===== config.mk =====
export PLATFORM = sky130hd
export DESIGN_NAME = ps2_key_decoder
export DESIGN_NICKNAME = d
export VERILOG_FILES = /design/src/rtl/ps2_key_decoder.sv
export SDC_FILE = /design/constraint.sdc
export NUM_CORES = 1
export LEC_CHECK = 0
export ABC_AREA = 1
export ABC_CLOCK_PERIOD_IN_PS = 1500
export BUFFER_PORTS_ARGS = -buffer_cell sky130_fd_sc_hd__buf_2
export CAP_MARGIN = 5
export CORE_ASPECT_RATIO = 1.1
export CORE_MARGIN = 5
export CORE_UTILIZATION = 44
export CTS_BUF_LIST = sky130_fd_sc_hd__clkbuf_8
export DETAILED_ROUTE_END_ITERATION = 10
export PLACE_DENSITY = 0.7
export SKIP_LAST_GASP = 1
export SLEW_MARGIN = 0
export SYNTH_ARGS = -nofsm -noshare
export SYNTH_HDL_FRONTEND = slang
export SYNTH_SLANG_ARGS = --single-unit
export TNS_END_PERCENT = 30

===== constraint.sdc =====
create_clock -name clk_sys -period 1.5 [get_ports clk_sys]
set_input_delay 0.225 -clock clk_sys [delete_from_list [all_inputs] [get_ports clk_sys]]
set_output_delay 0.225 -clock clk_sys [all_outputs]
set_load 0.05 [all_outputs]

===== src/rtl/ps2_key_decoder.sv =====
// PS/2 keyboard receiver (scan code set 2) producing the 11-bit ps2_key event bus.
// Filters the raw PS/2 clock, frames bytes, and folds E0/F0/E1 prefixes into key events.
module ps2_key_decoder #(
    parameter int FILTER  = 8,
    parameter int TIMEOUT = 4000
) (
    input  logic        clk_sys,
    input  logic        reset_n,
    input  logic        ps2_clk,
    input  logic        ps2_data,
    output logic [10:0] ps2_key,
    output logic        frame_err
);
    localparam int TW = $clog2(TIMEOUT + 1);

    typedef enum logic [1:0] {IDLE, DATA, PARITY, STOP} state_t;

    logic [1:0]    clk_sync, dat_sync;
    logic          filt, filt_d, fall, dat;
    logic [7:0]    filt_cnt;
    logic [TW-1:0] to_cnt;
    logic          timeout;
    state_t        state, state_nx;
    logic [2:0]    bitcnt;
    logic [7:0]    sh;
    logic          par;
    logic          start_err, bad_frame, good_frame;
    logic          ext, rel, ign;
    logic [2:0]    skip;

    assign dat  = dat_sync[1];
    assign fall = filt_d & ~filt;

    always_ff @(posedge clk_sys or negedge reset_n) begin
        if (!reset_n) begin
            clk_sync <= 2'b11;
            dat_sync <= 2'b11;
            filt     <= 1'b1;
            filt_d   <= 1'b1;
            filt_cnt <= '0;
        end else begin
            clk_sync <= {clk_sync[0], ps2_clk};
            dat_sync <= {dat_sync[0], ps2_data};
            filt_d   <= filt;
            // count consecutive samples disagreeing with the filtered level
            if (clk_sync[1] == filt) begin
                filt_cnt <= '0;
            end else if (filt_cnt == 8'(FILTER - 1)) begin
                filt     <= clk_sync[1];
                filt_cnt <= '0;
            end else begin
                filt_cnt <= filt_cnt + 8'd1;
            end
        end
    end

    assign timeout = (state != IDLE) && !fall && (to_cnt == TW'(TIMEOUT));

    always_ff @(posedge clk_sys or negedge reset_n) begin
        if (!reset_n)                   to_cnt <= '0;
        else if (fall || state == IDLE) to_cnt <= '0;
        else if (!timeout)              to_cnt <= to_cnt + 1'b1;
    end

    always_ff @(posedge clk_sys or negedge reset_n) begin
        if (!reset_n) state <= IDLE;
        else          state <= state_nx;
    end

    always_comb begin
        state_nx   = state;
        start_err  = 1'b0;
        bad_frame  = 1'b0;
        good_frame = 1'b0;
        if (timeout) begin
            state_nx = IDLE;
        end else if (fall) begin
            case (state)
                IDLE:    if (dat) start_err = 1'b1;
                         else     state_nx  = DATA;
                DATA:    if (bitcnt == 3'd7) state_nx = PARITY;
                PARITY:  state_nx = STOP;
                STOP: begin
                    state_nx = IDLE;
                    // odd parity across data plus parity bit, stop must be high
                    if (dat && (^{sh, par})) good_frame = 1'b1;
                    else                     bad_frame  = 1'b1;
                end
                default: state_nx = IDLE;
            endcase
        end
    end

    always_ff @(posedge clk_sys or negedge reset_n) begin
        if (!reset_n) begin
            bitcnt <= '0;
            sh     <= '0;
            par    <= 1'b0;
        end else if (fall && !timeout) begin
            case (state)
                IDLE:    bitcnt <= '0;
                DATA: begin
                    sh     <= {dat, sh[7:1]};
                    bitcnt <= bitcnt + 3'd1;
                end
                PARITY:  par <= dat;
                default: ;
            endcase
        end
    end

    assign ign = (sh == 8'h00) || (sh == 8'hAA) || (sh == 8'hEE) ||
                 (sh == 8'hFA) || (sh == 8'hFE) || (sh == 8'hFF);

    always_ff @(posedge clk_sys or negedge reset_n) begin
        if (!reset_n) begin
            ps2_key   <= '0;
            frame_err <= 1'b0;
            ext       <= 1'b0;
            rel       <= 1'b0;
            skip      <= '0;
        end else begin
            frame_err <= start_err | bad_frame | timeout;
            if (timeout) begin
                ext <= 1'b0;
                rel <= 1'b0;
            end else if (good_frame) begin
                // Pause (E1 ...) is eight bytes long: swallow the seven after E1
                if (skip != 3'd0)       skip <= skip - 3'd1;
                else if (sh == 8'hE1)   skip <= 3'd7;
                else if (sh == 8'hE0)   ext  <= 1'b1;
                else if (sh == 8'hF0)   rel  <= 1'b1;
                else if (!(ign && !ext && !rel)) begin
                    ps2_key <= {~ps2_key[10], ~rel, ext, sh};
                    ext     <= 1'b0;
                    rel     <= 1'b0;
                end
            end
        end
    end
endmodule


# == After elaboration in Yosys (flattened, before gate mapping) ==
# Index checks and enable logic that the tools add are counted.
# op_classes
addsub,4
multipliers,0
div,0
magnitude_cmp,0
eq_ne,24
shifts,0
muxes,37
bitwise,13
reduce_logical,34
# op_table
cell,n
"== test 8 bit, second input constant",8
2-to-1 mux 1 bit,25
2-to-1 mux 12 bit,2
2-to-1 mux 8 bit,2
"inequality test 3 bit, second input constant",5
"adder 12 x 1 -> 12 bit, second input constant",1
"== test 12 bit, second input constant",1
NOT 1 bit,10
AND reduction 5 bit,2
nonzero test 2 bit,5
parity 9 bit,1
"adder 8 x 1 -> 8 bit, second input constant",1
"== test 8 x 3 -> 1 bit, second input constant",1
zero test 8 bit,1
2-to-1 mux 2 bit,4
case mux 2 bit (4 select lines),1
AND reduction 2 bit,4
AND reduction 7 bit,1
logical AND 1 bit,6
logical OR 1 bit,6
2-to-1 mux 3 bit,2
"inequality test 2 bit, second input constant",3
case mux 3 bit (2 select lines),1
AND reduction 3 bit,2
12 further kinds,17
# totals
ff_bits,57
latch_bits,0
mem_bits_rw,0
mem_bits_ro,0
inputBits,4
output_inout_bits,12
wordCells,127
n_memories,0

# == Depth between registers and ports, before layout ==
# logic_depth
depth_word,15
mapped_depth,15
ltp_nobuf,13

# == Worst setup path before layout ==
# No wires, ideal clock.
# synth_timing
path_kind,register to register
start,register to_cnt[0]
end,register ext
setup_ps,116
arrival_time_ps,1517
required_time_ps,1384
path_slack_ps,-134
path_stages_with_launch,15
n_path_buf,1
period_less_slack_ps,1634
path_cell_list,dfrtp_1 inv_1 ha_1 nand2_1 nor3_1 nand2_2 inv_1 nand2_1 buf_2 inv_2 a21oi_1 nor2_1 nand2_1 nand2_1 nand2_1
# synth_via
elab_chain_len,5
elab_cells_between_ends,10
classes_between,eq/ne (5); mux (2); reduce/logical (3)
# synth_rtl
item,line,rtl
"start, declared",21,logic [TW-1:0] to_cnt;
"start signal, assigned",62,else if (!timeout) to_cnt <= to_cnt + 1'b1;
== test 12 bit *,57,assign timeout = (state != IDLE) && !fall && (to_cnt == TW'(TIMEOUT));
logical AND 1 bit *,57,
2-to-1 mux 1 bit,75,if (timeout) begin
nonzero test 2 bit (no source line),n/a,
AND reduction 5 bit (no source line),n/a,
"end signal, assigned",119,ext <= 1'b0;
"end signal, assigned",125,ext <= 1'b0;
"end signal, assigned",131,else if (sh == 8'hE0) ext <= 1'b1;
"end, declared",28,"logic ext, rel, ign;"
# Mark *: on every way between the ends. The rest lies on a longest branch, timed or not.
# A chain may end at the register's enable or synchronous reset.

# == Final worst setup path ==
# layout_timing
start,register sh[2]
end,register ps2_key[1]
# layout_via
elab_chain_len,10
elab_cells_between_ends,27
classes_between,eq/ne (8); mux (4); bitwise (4); reduce/logical (11)
# layout_rtl
item,line,rtl
"start, declared",25,logic [7:0] sh;
"start signal, assigned",103,"sh <= {dat, sh[7:1]};"
== test 8 bit / zero test 8 bit (equally long branches),112,assign ign = (sh == 8'h00) || (sh == 8'hAA) || (sh == 8'hEE) ||
logical OR 1 bit (3 in series),112,
logical OR 1 bit (2 in series),113,(sh == 8'hFA) || (sh == 8'hFE) || (sh == 8'hFF);
logical AND 1 bit (2 in series),133,else if (!(ign && !ext && !rel)) begin
NOT 1 bit (no source line),n/a,
AND reduction 7 bit (no source line) *,n/a,
"end signal, assigned",134,"ps2_key <= {~ps2_key[10], ~rel, ext, sh};"
"end, declared",11,"output logic [10:0] ps2_key,"
# Marked as above.

==> metrics.txt <==
Req. time, crit path=1780 ps; PortBufs=15; IO Pins=16; DRC Markers=0; Gate power share=0.322; Worst Slack Setup Final=-258 ps; Synth Instances=360; Routed WL=7.13 mm; post-synth design cell area=2910 um2; placed cell count=510; Reg clk slew, reported paths=60 ps; total track usage=0.180; Worst Tran Pin Value=406 ps; warning count from the yosys run=0; CTS Buffer Depth=2; Layout Cell Area excl Fill=4060 um2; TNS Setup=-4090 ps; Initial Utilization=0.447; core area=6520 um2; Final Hold Violating Endpoints=0; CTS Sinks=57; Setup Viol. Count Final=21; failing checks=setup timing; RePlAce Congestion=0.839; critical path startpoint category=register; vias in the first global route=2770; area of the multi-input gates=1370 um2; Net Sw Power=1.51 mW; register area=1440 um2; PD cells=1160 nW/um2; CTS Buf Count=9; max-slew violations=0; drt pass-1 iters=4; max-cap viol count=0; Die X-Extent=87.5 um; Area growth, synth to finish=39.5%; # rows=31; Clk Latency, worst-skew pair=340 ps; post-synthesis sequential area ratio=0.493; min Tclk post-route=1760 ps; Congestion Overflow GR=0; WL per Instance=12.9 um; Placed Instance Area=3540 um2; critical path class=register to register; Max Clk Rate=0.569 GHz; H-tree Lvls=3; Worst VDD drop=0.000573 V; cells taking the most area after synthesis=dfrtp_1 44%, nand2_1 14%, nand3_1 5.5%; first-pass GRT wire length=11.7 mm; fraction of layout cells with a size suffix above 1=0.361; final non-filler cell total=553; via count=2729; CP Max Fanout=7; cell accounting for the most synthesized area=dfrtp_1; n_diodes=0; detailed-placement wirelength estimate=4.54 mm; Worst Clk Skew=8.01 ps; worst hold slack=356 ps; fin crit share=1.17; Worst Hold Class=register to register; largest net degree at the start of global routing=58; total die area=8340 um2; net count after synthesis=375; initial antenna violation count=0; number of fill cells=534; P_int=3.21 mW; RSZ-0062 raised after global routing=true; Routed Antenna Nets=0; nets=481; crit path DAT=2030 ps; sw frac=0.320; leakage power=2.12 nW; post-DR vias/cell=4.93; R2R Setup Slk=-260 ps; Setup WS pre-CTS=-250 ps; post-synth top area share=0.439; power share of the sequential group=0.386; drt first-iter violations=155; Yosys cell types=34; outcome=complete, but fails checks; Yosys reg bits=57; die height=95.3 um; headroom to the max-slew limit=0.728; Clock Power Share=0.291; CTS root buf=clkbuf_8; post-synthesis area per instance=8.08 um2; TritonCTS clock tree=yes; Worst Setup End Kind=register
-- cell families (layout without fill, tap and decap cells) --
| group | after synthesis | count (layout) | share of synthesized area |
|---|---|---|---|
| xor+xnor | 3 | 3 | 0.00903 |
| simple gates | 201 | 202 | 0.307 |
| buf+inv | 52 | 162 | 0.0761 |
| flops | 57 | 57 | 0.493 |
| compound gates | 36 | 36 | 0.0675 |
| fa+ha+maj | 11 | 11 | 0.0473 |
-- cell type report --
class | count | share of cell area
tap | 82 | 0.0253
clock inverter | 6 | 0.0126
clock buffer | 10 | 0.0339
timing repair buffer | 99 | 0.190
inverter | 46 | 0.0444
multi-input combinational | 252 | 0.337
timing repair inverter | 1 | 0.00185
sequential | 57 | 0.355
-- per-layer routing --
metal / routed length, um / up-vias / GRT usage
li1: - / 1368 / -
met2: 3650 / 78 / 0.305
met4: 87 / 0 / 0.0729
met5: 0 / - / 0
met3: 390 / 9 / 0.0631
met1: 3010 / 1274 / 0.205
-- power groups by stage --
| stage | registers (mW) | clock network (mW) | logic (mW) |
|---|---|---|---|
| global route | 1.85 | 1.48 | 1.69 |
| floorplan | 1.85 | 0 | 0.718 |
| finish | 1.82 | 1.37 | 1.52 |
| detailed placement | 1.84 | 0 | 1.32 |
| global placement | 1.83 | 0 | 1.28 |
| CTS | 1.82 | 1.41 | 1.45 |
-- worst max-delay path, stage by stage, from the launching register on --
cell and delay, ps:
dfrtp_2 460, buf_6 130, nand2_1 40, nand2_1 50
nand2_1 80, nor2_1 50, o211ai_1 110, nand2_1 130
nor3_4 200, buf_6 160, buf_8 130, nand3_1 70
nand2_1 70
-- registers in the layout, summed over array words and instances (netlist names), 2 cells and up --
name      count
bitcnt        3
clk_sync      2
dat_sync      2
filt_cnt      8
ps2_key      11
sh            8
skip          3
state         2
to_cnt       12
-- through the flow --
step / utilization / total power [mW]
after detailed placement: 0.543 / 3.16
final: 0.623 / 4.72
after CTS: 0.609 / 4.69
after floorplan: - / 2.56
after global routing: 0.623 / 5.01
after global placement: 0.543 / 3.12
-- layout by cell type (no fill, tap or decap), drive strengths merged --
master / netlist / routed
nand2: 115 / 116
buf: 5 / 96
dfrtp: 51 / 51
inv: 46 / 49
nand3: 34 / 34
o21ai: 22 / 22
nor2: 22 / 22
nor3: 18 / 18
ha: 11 / 11
clkbuf: 1 / 10
a21oi: 8 / 8
dfstp: 6 / 6
nand3b: 4 / 4
dlygate4sd3: 0 / 3
nor4: 2 / 2
or2: 2 / 2
nand4: 2 / 2
o211ai: 2 / 2
xor2: 2 / 2
clkinv: 0 / 2
xnor2: 1 / 1
nor3b: 1 / 1
a21boi: 1 / 1
and3: 1 / 1
a31oi: 1 / 1
o21a: 1 / 1
o22ai: 1 / 1
bufinv: 0 / 1
clkinvlp: 0 / 1
-- synth_stat cells --
cell,number
a21boi_2,1
a21oi_1,8
a31oi_1,1
and3_1,1
buf_2,1
buf_4,2
buf_6,2
clkbuf_1,1
dfrtp_1,51
dfstp_2,6
ha_1,11
inv_1,38
inv_2,7
inv_4,1
nand2_1,111
nand2_2,3
nand2_4,1
nand3_1,32
nand3_2,2
nand3b_1,4
nand4_1,2
nor2_1,21
nor2_2,1
nor3_1,17
nor3_4,1
nor3b_1,1
nor4_1,2
o211ai_1,2
o21a_1,1
o21ai_0,22
o22ai_1,1
or2_2,2
xnor2_1,1
xor2_1,2
-- final timing paths --
path                        startpoint           to  depth (start not counted)
min in group asynchronous      reset_n    to_cnt[3]                          3
setup reg to reg                 sh[2]   ps2_key[1]                         12
hold reg to reg            dat_sync[0]  dat_sync[1]                          0
max in group asynchronous      reset_n  clk_sync[1]                          3
setup / recovery                 sh[2]   ps2_key[1]                         12
hold / removal             dat_sync[0]  dat_sync[1]                          0
-- repair_timing --
| action | in CTS | in global routing |
|---|---|---|
| cloned | 2 | 0 |
| resized for setup | 30 | 11 |
| pin swaps | 20 | 17 |
| setup endpoints to repair | 24 | 29 |
| hold endpoints to repair | 53 | 0 |
| buffers inserted | 15 | 7 |
| hold buffers | 3 | 0 |
(Power assumes the default switching activity.)
